===== src/rtl/vga_grid_pkg.sv =====
// Shared constants and helpers for the VGA grid engine: default timing, colours,
// and the arithmetic used to derive line/frame totals and sync windows.
package vga_grid_pkg;

  localparam int COORD_W = 10;

  localparam int DEF_H_ACTIVE = 640;
  localparam int DEF_H_FP     = 16;
  localparam int DEF_H_SYNC   = 96;
  localparam int DEF_H_BP     = 48;
  localparam int DEF_V_ACTIVE = 480;
  localparam int DEF_V_FP     = 10;
  localparam int DEF_V_SYNC   = 2;
  localparam int DEF_V_BP     = 33;
  localparam int DEF_GRID_N   = 3;

  localparam logic [11:0] DEF_CURSOR_COLOR = 12'hFFF;
  localparam logic [11:0] DEF_BG_COLOR     = 12'h000;

  function automatic int line_total(input int active, input int fp, input int sync, input int bp);
    return active + fp + sync + bp;
  endfunction

  function automatic int sync_first(input int active, input int fp);
    return active + fp;
  endfunction

  function automatic int sync_last(input int active, input int fp, input int sync);
    return active + fp + sync - 1;
  endfunction

  // Index widths never collapse to zero bits, even for a 1-wide grid.
  function automatic int min_clog2(input int n);
    return (n > 1) ? $clog2(n) : 1;
  endfunction

  localparam int DEF_H_TOTAL = line_total(DEF_H_ACTIVE, DEF_H_FP, DEF_H_SYNC, DEF_H_BP);
  localparam int DEF_V_TOTAL = line_total(DEF_V_ACTIVE, DEF_V_FP, DEF_V_SYNC, DEF_V_BP);
  localparam int DEF_IDX_W   = min_clog2(DEF_GRID_N * DEF_GRID_N);

endpackage


===== src/rtl/vga_grid_engine_timing.sv =====
// Pixel divider, H/V counters and registered sync/video/coordinate outputs.
// Raw counters are exported so the grid renderer can run in lockstep.
module vga_timing_gen
  import vga_grid_pkg::*;
#(
  parameter int H_ACTIVE = DEF_H_ACTIVE,
  parameter int H_FP     = DEF_H_FP,
  parameter int H_SYNC   = DEF_H_SYNC,
  parameter int H_BP     = DEF_H_BP,
  parameter int V_ACTIVE = DEF_V_ACTIVE,
  parameter int V_FP     = DEF_V_FP,
  parameter int V_SYNC   = DEF_V_SYNC,
  parameter int V_BP     = DEF_V_BP,
  parameter int PIX_DIV  = 4
)(
  input  logic               i_clk,
  input  logic               i_rst_n,
  output logic               o_p_tick,
  output logic               o_frame_start,
  output logic               o_hsync,
  output logic               o_vsync,
  output logic               o_video_on,
  output logic [COORD_W-1:0] o_x,
  output logic [COORD_W-1:0] o_y,
  output logic [COORD_W-1:0] o_h_cnt,
  output logic [COORD_W-1:0] o_v_cnt
);
  localparam int DIV_W = min_clog2(PIX_DIV);
  localparam logic [DIV_W-1:0]   DIV_LAST = DIV_W'(PIX_DIV - 1);
  localparam logic [COORD_W-1:0] H_LAST   = COORD_W'(line_total(H_ACTIVE, H_FP, H_SYNC, H_BP) - 1);
  localparam logic [COORD_W-1:0] V_LAST   = COORD_W'(line_total(V_ACTIVE, V_FP, V_SYNC, V_BP) - 1);
  localparam logic [COORD_W-1:0] HS_FIRST = COORD_W'(sync_first(H_ACTIVE, H_FP));
  localparam logic [COORD_W-1:0] HS_LAST  = COORD_W'(sync_last(H_ACTIVE, H_FP, H_SYNC));
  localparam logic [COORD_W-1:0] VS_FIRST = COORD_W'(sync_first(V_ACTIVE, V_FP));
  localparam logic [COORD_W-1:0] VS_LAST  = COORD_W'(sync_last(V_ACTIVE, V_FP, V_SYNC));
  localparam logic [COORD_W-1:0] H_ACT    = COORD_W'(H_ACTIVE);
  localparam logic [COORD_W-1:0] V_ACT    = COORD_W'(V_ACTIVE);

  logic [DIV_W-1:0]   r_div;
  logic [COORD_W-1:0] r_h, r_v, r_x, r_y;
  logic               r_hsync, r_vsync, r_video_on;
  logic               w_tick;

  assign w_tick = (r_div == DIV_LAST);

  always_ff @(posedge i_clk or negedge i_rst_n) begin
    if (!i_rst_n) begin
      r_div <= '0;
      r_h   <= '0;
      r_v   <= '0;
    end else begin
      r_div <= w_tick ? '0 : r_div + 1'b1;
      if (w_tick) begin
        if (r_h == H_LAST) begin
          r_h <= '0;
          r_v <= (r_v == V_LAST) ? '0 : r_v + 1'b1;
        end else begin
          r_h <= r_h + 1'b1;
        end
      end
    end
  end

  // Outputs describe the pixel the counters pointed at on the last tick.
  always_ff @(posedge i_clk or negedge i_rst_n) begin
    if (!i_rst_n) begin
      r_hsync    <= 1'b1;
      r_vsync    <= 1'b1;
      r_video_on <= 1'b0;
      r_x        <= '0;
      r_y        <= '0;
    end else if (w_tick) begin
      r_hsync    <= !((r_h >= HS_FIRST) && (r_h <= HS_LAST));
      r_vsync    <= !((r_v >= VS_FIRST) && (r_v <= VS_LAST));
      r_video_on <= (r_h < H_ACT) && (r_v < V_ACT);
      r_x        <= r_h;
      r_y        <= r_v;
    end
  end

  assign o_p_tick      = w_tick;
  assign o_frame_start = w_tick && (r_h == '0) && (r_v == V_ACT);
  assign o_hsync       = r_hsync;
  assign o_vsync       = r_vsync;
  assign o_video_on    = r_video_on;
  assign o_x           = r_x;
  assign o_y           = r_y;
  assign o_h_cnt       = r_h;
  assign o_v_cnt       = r_v;
endmodule


===== src/rtl/vga_grid_engine.sv =====
// VGA grid renderer: cell colour table, wrap-around cursor, select handshake.
// Define VGA_GRID_BLINK_EN to blink the cursor outline (16 frames on / 16 off).
module vga_grid_engine
  import vga_grid_pkg::*;
#(
  parameter int H_ACTIVE  = DEF_H_ACTIVE,
  parameter int H_FP      = DEF_H_FP,
  parameter int H_SYNC    = DEF_H_SYNC,
  parameter int H_BP      = DEF_H_BP,
  parameter int V_ACTIVE  = DEF_V_ACTIVE,
  parameter int V_FP      = DEF_V_FP,
  parameter int V_SYNC    = DEF_V_SYNC,
  parameter int V_BP      = DEF_V_BP,
  parameter int PIX_DIV   = 4,
  parameter int GRID_COLS = 3,
  parameter int GRID_ROWS = 3,
  parameter int CELL_W    = 213,
  parameter int CELL_H    = 160,
  parameter int BORDER    = 2,
  parameter int RGB_W     = 12,
  parameter logic [RGB_W-1:0] CURSOR_COLOR = RGB_W'(DEF_CURSOR_COLOR),
  parameter logic [RGB_W-1:0] BG_COLOR     = RGB_W'(DEF_BG_COLOR),
  localparam int N_CELLS = GRID_COLS * GRID_ROWS,
  localparam int IDX_W   = min_clog2(N_CELLS),
  localparam int COL_W   = min_clog2(GRID_COLS),
  localparam int ROW_W   = min_clog2(GRID_ROWS)
)(
  input  logic               i_clk,
  input  logic               i_rst_n,
  input  logic               i_left,
  input  logic               i_right,
  input  logic               i_up,
  input  logic               i_down,
  input  logic               i_sel,
  input  logic               i_cell_we,
  input  logic [IDX_W-1:0]   i_cell_idx,
  input  logic [RGB_W-1:0]   i_cell_color,
  input  logic               i_sel_ready,
  output logic               o_hsync,
  output logic               o_vsync,
  output logic               o_video_on,
  output logic               o_p_tick,
  output logic               o_frame_start,
  output logic [COORD_W-1:0] o_x,
  output logic [COORD_W-1:0] o_y,
  output logic [RGB_W-1:0]   o_rgb,
  output logic [COL_W-1:0]   o_cursor_col,
  output logic [ROW_W-1:0]   o_cursor_row,
  output logic               o_sel_valid,
  output logic [IDX_W-1:0]   o_sel_idx
);
  localparam logic [COORD_W-1:0] H_LAST  = COORD_W'(line_total(H_ACTIVE, H_FP, H_SYNC, H_BP) - 1);
  localparam logic [COORD_W-1:0] V_LAST  = COORD_W'(line_total(V_ACTIVE, V_FP, V_SYNC, V_BP) - 1);
  localparam logic [COORD_W-1:0] H_ACT   = COORD_W'(H_ACTIVE);
  localparam logic [COORD_W-1:0] V_ACT   = COORD_W'(V_ACTIVE);
  localparam logic [COORD_W-1:0] GRID_WP = COORD_W'(GRID_COLS * CELL_W);
  localparam logic [COORD_W-1:0] GRID_HP = COORD_W'(GRID_ROWS * CELL_H);
  localparam logic [COORD_W-1:0] CW_LAST = COORD_W'(CELL_W - 1);
  localparam logic [COORD_W-1:0] CH_LAST = COORD_W'(CELL_H - 1);
  localparam logic [COORD_W-1:0] BRD     = COORD_W'(BORDER);
  localparam logic [COORD_W-1:0] CW_HI   = COORD_W'(CELL_W - BORDER);
  localparam logic [COORD_W-1:0] CH_HI   = COORD_W'(CELL_H - BORDER);
  localparam logic [COL_W-1:0]   COL_LAST = COL_W'(GRID_COLS - 1);
  localparam logic [ROW_W-1:0]   ROW_LAST = ROW_W'(GRID_ROWS - 1);

  logic               w_tick, w_frame_start;
  logic [COORD_W-1:0] w_h, w_v;
  logic [COORD_W-1:0] r_gcol, r_goff, r_grow, r_roff;
  logic [RGB_W-1:0]   r_tab [N_CELLS];
  logic [RGB_W-1:0]   r_rgb, w_pix;
  logic [COL_W-1:0]   r_col, r_disp_col;
  logic [ROW_W-1:0]   r_row, r_disp_row;
  logic               r_sel_valid;
  logic [IDX_W-1:0]   r_sel_idx, w_cur_idx, w_cell_idx;
  logic               w_in_grid, w_active, w_on_outline, w_outline_en;
  logic               w_mv_l, w_mv_r, w_mv_u, w_mv_d;

  vga_timing_gen #(
    .H_ACTIVE(H_ACTIVE), .H_FP(H_FP), .H_SYNC(H_SYNC), .H_BP(H_BP),
    .V_ACTIVE(V_ACTIVE), .V_FP(V_FP), .V_SYNC(V_SYNC), .V_BP(V_BP),
    .PIX_DIV(PIX_DIV)
  ) u_timing (
    .i_clk(i_clk), .i_rst_n(i_rst_n),
    .o_p_tick(w_tick), .o_frame_start(w_frame_start),
    .o_hsync(o_hsync), .o_vsync(o_vsync), .o_video_on(o_video_on),
    .o_x(o_x), .o_y(o_y), .o_h_cnt(w_h), .o_v_cnt(w_v)
  );

  // Cell column/offset follow the raw H/V counters so no divide is needed.
  always_ff @(posedge i_clk or negedge i_rst_n) begin
    if (!i_rst_n) begin
      r_gcol <= '0; r_goff <= '0; r_grow <= '0; r_roff <= '0;
    end else if (w_tick) begin
      if (w_h == H_LAST) begin
        r_gcol <= '0;
        r_goff <= '0;
        if (w_v == V_LAST) begin
          r_grow <= '0;
          r_roff <= '0;
        end else if (r_roff == CH_LAST) begin
          r_roff <= '0;
          r_grow <= r_grow + 1'b1;
        end else begin
          r_roff <= r_roff + 1'b1;
        end
      end else if (r_goff == CW_LAST) begin
        r_goff <= '0;
        r_gcol <= r_gcol + 1'b1;
      end else begin
        r_goff <= r_goff + 1'b1;
      end
    end
  end

`ifdef VGA_GRID_BLINK_EN
  logic [4:0] r_blink;
  always_ff @(posedge i_clk or negedge i_rst_n) begin
    if (!i_rst_n)           r_blink <= '0;
    else if (w_frame_start) r_blink <= r_blink + 1'b1;
  end
  assign w_outline_en = ~r_blink[4];
`else
  assign w_outline_en = 1'b1;
`endif

  assign w_in_grid  = (w_h < GRID_WP) && (w_v < GRID_HP);
  assign w_active   = (w_h < H_ACT) && (w_v < V_ACT);
  assign w_cell_idx = IDX_W'(r_grow) * IDX_W'(GRID_COLS) + IDX_W'(r_gcol);
  assign w_on_outline = (r_gcol == COORD_W'(r_disp_col)) && (r_grow == COORD_W'(r_disp_row)) &&
                        ((r_goff < BRD) || (r_goff >= CW_HI) || (r_roff < BRD) || (r_roff >= CH_HI));

  always_comb begin
    w_pix = BG_COLOR;
    if (w_in_grid) begin
      if (w_on_outline && w_outline_en) w_pix = CURSOR_COLOR;
      else                              w_pix = r_tab[w_cell_idx];
    end
  end

  always_ff @(posedge i_clk or negedge i_rst_n) begin
    if (!i_rst_n)    r_rgb <= '0;
    else if (w_tick) r_rgb <= w_active ? w_pix : '0;
  end

  always_ff @(posedge i_clk or negedge i_rst_n) begin
    if (!i_rst_n) begin
      for (int i = 0; i < N_CELLS; i++) r_tab[i] <= '0;
    end else if (i_cell_we && (32'(i_cell_idx) < N_CELLS)) begin
      r_tab[i_cell_idx] <= i_cell_color;
    end
  end

  // Opposing pulses in the same cycle cancel on that axis.
  assign w_mv_l = i_left & ~i_right;
  assign w_mv_r = i_right & ~i_left;
  assign w_mv_u = i_up & ~i_down;
  assign w_mv_d = i_down & ~i_up;

  always_ff @(posedge i_clk or negedge i_rst_n) begin
    if (!i_rst_n) begin
      r_col <= '0; r_row <= '0; r_disp_col <= '0; r_disp_row <= '0;
    end else begin
      if (w_mv_l)      r_col <= (r_col == '0) ? COL_LAST : r_col - 1'b1;
      else if (w_mv_r) r_col <= (r_col == COL_LAST) ? '0 : r_col + 1'b1;
      if (w_mv_u)      r_row <= (r_row == '0) ? ROW_LAST : r_row - 1'b1;
      else if (w_mv_d) r_row <= (r_row == ROW_LAST) ? '0 : r_row + 1'b1;
      if (w_frame_start) begin
        r_disp_col <= r_col;
        r_disp_row <= r_row;
      end
    end
  end

  // Handshake: o_sel_valid holds with o_sel_idx stable until a cycle with
  // o_sel_valid & i_sel_ready; completion beats a coincident i_sel.
  assign w_cur_idx = IDX_W'(r_row) * IDX_W'(GRID_COLS) + IDX_W'(r_col);

  always_ff @(posedge i_clk or negedge i_rst_n) begin
    if (!i_rst_n) begin
      r_sel_valid <= 1'b0;
      r_sel_idx   <= '0;
    end else if (r_sel_valid && i_sel_ready) begin
      r_sel_valid <= 1'b0;
    end else if (i_sel && !r_sel_valid) begin
      r_sel_valid <= 1'b1;
      r_sel_idx   <= w_cur_idx;
    end
  end

  assign o_p_tick      = w_tick;
  assign o_frame_start = w_frame_start;
  assign o_rgb         = r_rgb;
  assign o_cursor_col  = r_col;
  assign o_cursor_row  = r_row;
  assign o_sel_valid   = r_sel_valid;
  assign o_sel_idx     = r_sel_idx;
endmodule


===== config.mk =====
export PLATFORM = sky130hd
export DESIGN_NAME = vga_grid_engine
export DESIGN_NICKNAME = d
export VERILOG_FILES = /design/src/rtl/vga_grid_pkg.sv /design/src/rtl/vga_grid_engine_timing.sv /design/src/rtl/vga_grid_engine.sv
export SDC_FILE = /design/constraint.sdc
export NUM_CORES = 1
export LEC_CHECK = 0
export CORE_MARGIN = 2
export CORE_UTILIZATION = 30
export DETAILED_ROUTE_END_ITERATION = 16
export SKIP_LAST_GASP = 1
export SLEW_MARGIN = 20
export SYNTH_ARGS = -nofsm -noshare
export SYNTH_HDL_FRONTEND = slang
export SYNTH_SLANG_ARGS = --single-unit
export TNS_END_PERCENT = 10

===== constraint.sdc =====
create_clock -name i_clk -period 2.96 [get_ports i_clk]
set_clock_uncertainty 0.1 [all_clocks]
set_input_delay 0.592 -clock i_clk [delete_from_list [all_inputs] [get_ports i_clk]]
set_output_delay 0.592 -clock i_clk [all_outputs]
set_load 0.02 [all_outputs]

==> impl_metrics.tcl, run 1 <==
set metrics [dict create \
    status "completed" \
    hold_class "flip-flop to flip-flop" \
    tightest_slew_ns 0.711 \
    synth_ff_type "dfrtp_1" \
    cts_setup_buffers 0 \
    worstSkewPairLatency_ns 0.53 \
    syn2layout_area_growth_pct 24.1 \
    startpoint "r_gcol[1]" \
    peakVddDrop_mv 0.415 \
    drtIter0Drc 440 \
    yosysSeqAreaShare 0.525 \
    p_total_mw 8.07 \
    placed_area_sq_um 11900 \
    root_buffer "clkbuf_16" \
    yosysTopAreaCell "dfrtp_1" \
    cts_sinks 218 \
    synth_top_area_share 0.520 \
    cp-start-kind "flip-flop" \
    reg2reg_to "o_rgb[1]" \
    fp.dieH_um 190 \
    yosysMostFrequentCell "dfrtp_1" \
    diodes 0 \
    track_usage 0.135 \
    cts_buffers 26 \
    finalCriticalPeriod_ns 2.91 \
    setup_viol 0 \
    cap_viol_max_count 0 \
    drc_errors 0 \
    clockBufferDepth 3 \
    p_leak_nw 5.58 \
    clkTransAtPathRegs_ns 0.06 \
    vias 6838 \
    path_max_fanout 6 \
    holdWs_ns 0.343 \
    cp.required_ns 3.29 \
    drt_wl_total_um 23800 \
    finalSetupTns_ns 0 \
    cts_tree "done" \
    gr-total-overflow 0 \
    power_density_nw_per_um2 626 \
    drive_gt1_frac 0.298 \
    viasPerCell 4.88 \
    syn_area_per_cell_sq_um 12.5 \
    firstDrtPassIters 6 \
    floorplan.die.width_um 190 \
    dp_hpwl_um 15500 \
    design_area_sq_um 12900 \
    cp-end-kind "flip-flop" \
    gp_congestion 0.731 \
    design.die.area_sq_um 36100 \
    syn-num-nets 884 \
    arrival_ns 3.24 \
    yosys-top-cells-count "dfrtp_1 (216), mux2_2 (146), nand2_1 (53), nor2_1 (46), clkbuf_1 (36)" \
    yosys_warnings 0 \
    io_pins 71 \
    synth-async-reset-ratio 1.00 \
    period_share 0.984 \
    synth-seq-cells 218 \
    start_util 0.303 \
    maxSlewHeadroom 0.525 \
    grt_pass1_vias 7201 \
    htreeDepth 1 \
    portBuffers 70 \
    rows 68 \
    wl_per_cell_um 17.0 \
    grt_pass1_wl_um 39300 \
    reg2reg_setup_slack_ns 0.05 \
    reg2reg_from "r_gcol[1]" \
    rr_worst_depth 10 \
    path_class "flip-flop to flip-flop" \
    synth_edf_count 0 \
    max_freq_ghz 0.343 \
    antenna_left 0 \
    nets 982 \
    ys_types 50 \
    fillCellCount 3298 \
    crit_end "o_rgb[1]" \
    synth_area_sq_um 10400 \
    hold_viol 0 \
    grt_max_degree 76 \
    core_area_sq_um 34300 \
    rsz0062_at_grt "yes" \
    final-max-slew-violation-count 0 \
    synth_area_leaders "dfrtp_1 (52%), mux2_2 (16%), mux4_2 (5.2%)" \
    antenna_found_initial 1 \
    syn_inst 829 \
]
what timing repair did:
item | CTS | global route
hold endpoints to repair | 70 | 0
resized for setup | 4 | 6
pin swaps | 0 | 4
cloned | 0 | 1
setup endpoints to repair | 1 | 14
hold buffers | 1 | 0
cell families after synthesis:
family          count (synthesis)  share of synthesized area
compound gates                 87                     0.0544
xor+xnor                       38                     0.0320
fa+ha+maj                      30                     0.0397
buf+inv                        72                     0.0272
flops                         218                      0.525
mux                           176                      0.216
simple gates                  208                      0.105
area by class of cell:
class                           instances  area (sq um)  area share
Timing Repair Buffer                  114          1110      0.0862
Inverter                               28           105     0.00815
Clock buffer                           31           731      0.0566
Tap cell                              455           569      0.0441
Sequential cell                       218          5460       0.423
Multi-Input combinational cell        539          4720       0.366
Clock inverter                         17           206      0.0160
worst min-delay path by stage:
| stage | start | end | slack (ns) | depth (start not counted) |
|---|---|---|---|---|
| 2_1_floorplan | i_rst_n | o_cursor_col[0] | 0.20 | 0 |
| 3_3_place_gp | u_timing.r_div[0] | u_timing.r_div[0] | 0.32 | 1 |
| 3_5_place_dp | u_timing.r_div[0] | u_timing.r_div[0] | 0.33 | 1 |
| 4_1_cts | u_timing.r_div[0] | u_timing.r_div[0] | 0.34 | 1 |
| 5_1_grt | u_timing.r_div[0] | u_timing.r_div[0] | 0.36 | 1 |
| 6_report | u_timing.r_div[0] | u_timing.r_div[0] | 0.34 | 1 |
layer usage:
layer	track usage	wire [um]
met2	0.226	11600
met3	0.0236	983
met1	0.185	10900
met5	0	12
met4	0.0280	301
critical path: stages, from the launching register on:
cell	delay [ns]
dfrtp_1	0.40
fa_1	0.55
ha_1	0.15
inv_1	0.05
fa_2	0.35
xor2_2	0.19
xnor2_2	0.15
nor4b_2	0.36
buf_2	0.27
a222oi_1	0.09
a22oi_1	0.16
power breakdown:
part	switching, mW	internal, mW
logic	0.426	0.609
clock network	1.31	2.12
registers	0.233	3.38
total	1.97	6.10
through the flow:
step,cells,setup WS (ns),util
3_5_place_dp,1352,0.0866,0.348
3_3_place_gp,1352,0.132,0.348
4_1_cts,1401,0.0253,0.375
5_1_grt,1402,-0.0987,0.376
6_report,1402,0.0487,0.376
2_1_floorplan,829,-0.0237,-
cell usage in the layout (no fill, tap or decap), types with 10 or more instances in the layout:
master and n:
mux4_2 24, or3_1 10, nand3_1 10, clkbuf_16 27, mux2_2 146, a21oi_1 11
inv_1 28, nor2_1 46, dfrtp_1 216, buf_4 36, a222oi_1 11, nor3_1 11
xnor2_1 17, and3_1 11, ha_1 24, nand2_1 53, xor2_1 19, a22oi_1 12
nand4_1 16, o21ai_0 35, clkdlybuf4s50_1 68
flip-flops by register name, summed over array words and instances (netlist names), 2 cells and up:
name              count
o_cursor_col          2
o_cursor_row          2
o_rgb                12
o_sel_idx             4
r_disp_col            2
r_disp_row            2
r_gcol               10
r_goff               10
r_grow               10
r_roff               10
r_tab               108
u_timing.o_h_cnt     10
u_timing.o_v_cnt     10
u_timing.o_x         10
u_timing.o_y         10
u_timing.r_div        2
Power figures use the tool's default switching activity.
==> inputs of run 2 (changes only) <==
- CTS_BUF_LIST: not set -> sky130_fd_sc_hd__clkbuf_4 sky130_fd_sc_hd__clkbuf_8
==> impl_metrics.tcl, run 2 (synthesized netlist as in run 1, its figures left out) <==
set metrics [dict create \
    cp-end-kind "flip-flop" \
    syn2layout_area_growth_pct 23.6 \
    fin_util 0.374 \
    grt_pass1_vias 7357 \
    viasPerCell 4.84 \
    vias 6902 \
    arrival_ns 3.14 \
    htreeDepth 2 \
    final-max-slew-violation-count 0 \
    grt_pass1_wl_um 39400 \
    setup_viol 0 \
    hold_viol 0 \
    diodes 0 \
    fp.dieH_um 190 \
    wl_per_cell_um 16.7 \
    hold_class "flip-flop to flip-flop" \
    cts_buffers 41 \
    power_density_nw_per_um2 605 \
    cts_tree "done" \
    holdWs_ns 0.341 \
    path_class "flip-flop to flip-flop" \
    holdCritStartpoint "u_timing.r_div[0]" \
    start_util 0.303 \
    rows 68 \
    largest_reg_flops 108 \
    tightest_slew_ns 0.707 \
    clockBufferDepth 3 \
    max_freq_ghz 0.347 \
    nets 997 \
    peakVddDrop_mv 0.306 \
    fin_ws_ns 0.0820 \
    gr-total-overflow 0 \
    drc_errors 0 \
    finalCriticalPeriod_ns 2.88 \
    antenna_found_initial 1 \
    top_register "r_tab" \
    cp.required_ns 3.22 \
    final_common_cell "dfrtp_1" \
    firstDrtPassIters 6 \
    design.die.area_sq_um 36100 \
    drtIter0Drc 401 \
    p_leak_nw 5.58 \
    gp_congestion 0.731 \
    io_pins 71 \
    clkTransAtPathRegs_ns 0.06 \
    antenna_left 0 \
    floorplan.die.width_um 190 \
    core_area_sq_um 34300 \
    maxSlewHeadroom 0.527 \
    path_max_fanout 13 \
    cts_sinks 218 \
    reg2reg_from "r_gcol[1]" \
    grt_max_degree 76 \
    final_cell_mix "dfrtp_1 (216), mux2_2 (146), clkdlybuf4s50_1 (68)" \
    cts_setup_buffers 0 \
    drive_gt1_frac 0.314 \
    dp_hpwl_um 15500 \
    root_buffer "clkbuf_8" \
    track_usage 0.137 \
    period_share 0.972 \
    rsz0062_at_grt "yes" \
    startpoint "r_gcol[1]" \
    worstSkewPairLatency_ns 0.54 \
    dp_slack_ns 0.0866 \
    cap_viol_max_count 0 \
    drt_wl_total_um 23900 \
    status "completed" \
    cp-start-kind "flip-flop" \
    portBuffers 70 \
]
[run 2: repair_timing]
item | in CTS | in global routing
endpoints found under the setup margin | 2 | 14
hold buffers | 1 | 0
endpoints found under the hold margin | 70 | 0
resized for setup | 4 | 5
pin swaps | 0 | 4
gates cloned | 0 | 1
[run 2: report_power, final]
part / switching [mW] / leakage (nW) / internal (mW)
Combinational: 0.424 / 2.37 / 0.609
Clock: 1.28 / 0.477 / 1.84
Sequential: 0.229 / 2.73 / 3.38
[run 2: worst paths after layout]
path / end / slack (ns) / cells past startpoint
setup / recovery: o_rgb[0] / 0.08 / 8
hold / removal: u_timing.r_div[0] / 0.34 / 1
setup reg to reg: o_rgb[0] / 0.08 / 8
hold reg to reg: u_timing.r_div[0] / 0.34 / 1
max in group asynchronous: r_tab[105] / 1.47 / 3
min in group asynchronous: r_tab[53] / 0.50 / 2
[run 2: worst max-delay path: stages (launching register included)]
cell and delay, ns:
dfrtp_1 0.40, fa_1 0.55, ha_1 0.15, inv_1 0.05, fa_2 0.56, buf_12 0.15, mux2_2 0.33, a222oi_1 0.31
a22oi_1 0.12
[run 2: through the flow]
stage                      TNS (ns)  instances  instance area [sq um]  total power, mW
after floorplan              -0.214        829                  10400             4.27
after global placement            0       1352                  11900             4.67
after detailed placement          0       1352                  11900             4.72
after CTS                 -0.000253       1426                  12800             7.90
after global routing         -0.788       1427                  12800             8.19
final                             0       1427                  12800             7.76
[run 2: metal layers]
layer | part of all wire | GRT usage | vias up | wire length [um]
met3 | 0.051 | 0.0286 | 43 | 1230
met4 | 0.019 | 0.0394 | 2 | 446
met1 | 0.45 | 0.182 | 3471 | 10700
met5 | 0.00050 | 0 | - | 12
met2 | 0.48 | 0.225 | 146 | 11500
li1 | - | - | 3240 | -
[run 2: final cells by class]
cell class              count  area [sq um]
flip-flops and latches    218          5460
fillers                  3332         21400
repair buffers            114          1120
clock inverters             7          67.6
well taps                 455           569
clock buffers              66           821
inverters                  28           105
multi-input cells         539          4700
==> inputs of run 3 (changes only) <==
- SETUP_SLACK_MARGIN: not set -> 0.3
==> impl_metrics.tcl, run 3 (synthesized netlist as in run 1, its figures left out) <==
set metrics [dict create \
    worstSkewPairLatency_ns 0.55 \
    final_cell_mix "dfrtp_1 (215), mux2_2 (146), clkdlybuf4s50_1 (68)" \
    io_pins 71 \
    portBuffers 70 \
    hold_class "flip-flop to flip-flop" \
    firstDrtPassIters 6 \
    cts_tree "done" \
    rows 68 \
    root_buffer "clkbuf_8" \
    rsz0062_at_grt "yes" \
    hold_viol 0 \
    top_register "r_tab" \
    cts_sinks 218 \
    maxSlewHeadroom 0.485 \
    cp.required_ns 3.21 \
    gr-total-overflow 0 \
    start_util 0.303 \
    drt_wl_total_um 24200 \
    fillCellCount 3303 \
    rr_worst_depth 8 \
    vias 6982 \
    cts_buffers 41 \
    dp_hpwl_um 15600 \
    finalNonFillerCells 1426 \
    path_class "flip-flop to flip-flop" \
    antenna_found_initial 0 \
    clkTransAtPathRegs_ns 0.06 \
    path_max_fanout 13 \
    final_common_cell "dfrtp_1" \
    syn2layout_area_growth_pct 23.2 \
    track_usage 0.138 \
    placed_area_sq_um 11900 \
    core_area_sq_um 34300 \
    clockBufferDepth 3 \
    placed_cells_incl_taps 1354 \
    design_area_sq_um 12800 \
    reg2reg_from "r_gcol[1]" \
    grt_pass1_vias 7312 \
    reg2reg_setup_slack_ns 0.03 \
    gp_congestion 0.740 \
    setup_viol 0 \
    arrival_ns 3.18 \
    final-max-slew-violation-count 0 \
    drtIter0Drc 306 \
    crit_end "o_rgb[8]" \
    floorplan.die.width_um 190 \
    cap_viol_max_count 0 \
    startpoint "r_gcol[1]" \
    status "completed" \
    drc_errors 0 \
    grt_max_degree 66 \
    grt_pass1_wl_um 39900 \
    antenna_left 0 \
    design.die.area_sq_um 36100 \
    cp-end-kind "flip-flop" \
    cp-start-kind "flip-flop" \
    wl_per_cell_um 17.0 \
    fp.dieH_um 190 \
    finalCriticalPeriod_ns 2.93 \
    htreeDepth 2 \
    holdWs_ns 0.335 \
    peakVddDrop_mv 0.333 \
    p_leak_nw 5.55 \
    period_share 0.990 \
    largest_reg_flops 108 \
    reg2reg_to "o_rgb[8]" \
    max_freq_ghz 0.341 \
    power_density_nw_per_um2 598 \
    tightest_slew_ns 0.771 \
    cts_setup_buffers 0 \
    viasPerCell 4.90 \
    drive_gt1_frac 0.314 \
    fin_util 0.373 \
    diodes 0 \
    nets 998 \
]
## run 3: final cells by class
class	count	area [sq um]	share of cell area
Clock inverter	8	75.1	0.00586
Sequential cell	218	5460	0.426
Timing Repair Buffer	115	1130	0.0880
Inverter	28	105	0.00821
Multi-Input combinational cell	539	4700	0.367
Clock buffer	63	767	0.0599
Tap cell	455	569	0.0445
## run 3: worst min path at each step
stage / cells after the start / slack, ns / startpoint / endpoint
floorplan: 0 / 0.20 / i_rst_n / o_cursor_col[0]
CTS: 1 / 0.34 / u_timing.r_div[0] / u_timing.r_div[0]
finish: 1 / 0.34 / u_timing.r_div[0] / u_timing.r_div[0]
global route: 1 / 0.37 / u_timing.r_div[0] / u_timing.r_div[0]
global placement: 1 / 0.32 / u_timing.r_div[0] / u_timing.r_div[0]
detailed placement: 1 / 0.33 / u_timing.r_div[0] / u_timing.r_div[0]
## run 3: stage by stage
step	setup slack [ns]	setup TNS, ns	power (mW)
finish	0.0299	0	7.65
global placement	0.135	0	4.68
CTS	0.0232	0	7.79
detailed placement	0.0491	0	4.73
global route	-0.118	-0.995	8.09
floorplan	0.153	0	4.27
## run 3: layer usage
layer  routed length (um)  up-vias  track usage
met5                    0        -            0
met4                  421        0       0.0400
met3                 1100       40       0.0253
met2                11600      135        0.227
met1                11100     3567        0.187
li1                     -     3240            -
## run 3: repair_timing
item,4_1_cts,5_1_grt
endpoints found under the hold margin,59,0
hold buffers,1,0
gates resized for setup,6,1
pin swaps,0,8
cloned,0,0
endpoints found under the setup margin,14,15
## run 3: worst max-delay path: stages, from the launching register on
cell and delay [ns]:
dfrtp_1 0.40, fa_1 0.56, ha_1 0.15, inv_1 0.05, fa_1 0.56, buf_12 0.17, mux2_2 0.35, a222oi_1 0.28
a22oi_1 0.13
## run 3: power breakdown
group,internal [mW],leakage (nW),switching [mW],total (mW)
combinational,0.612,2.37,0.425,1.04
sequential,3.38,2.73,0.232,3.61
clock,1.74,0.451,1.27,3.01
total,5.73,5.55,1.92,7.65
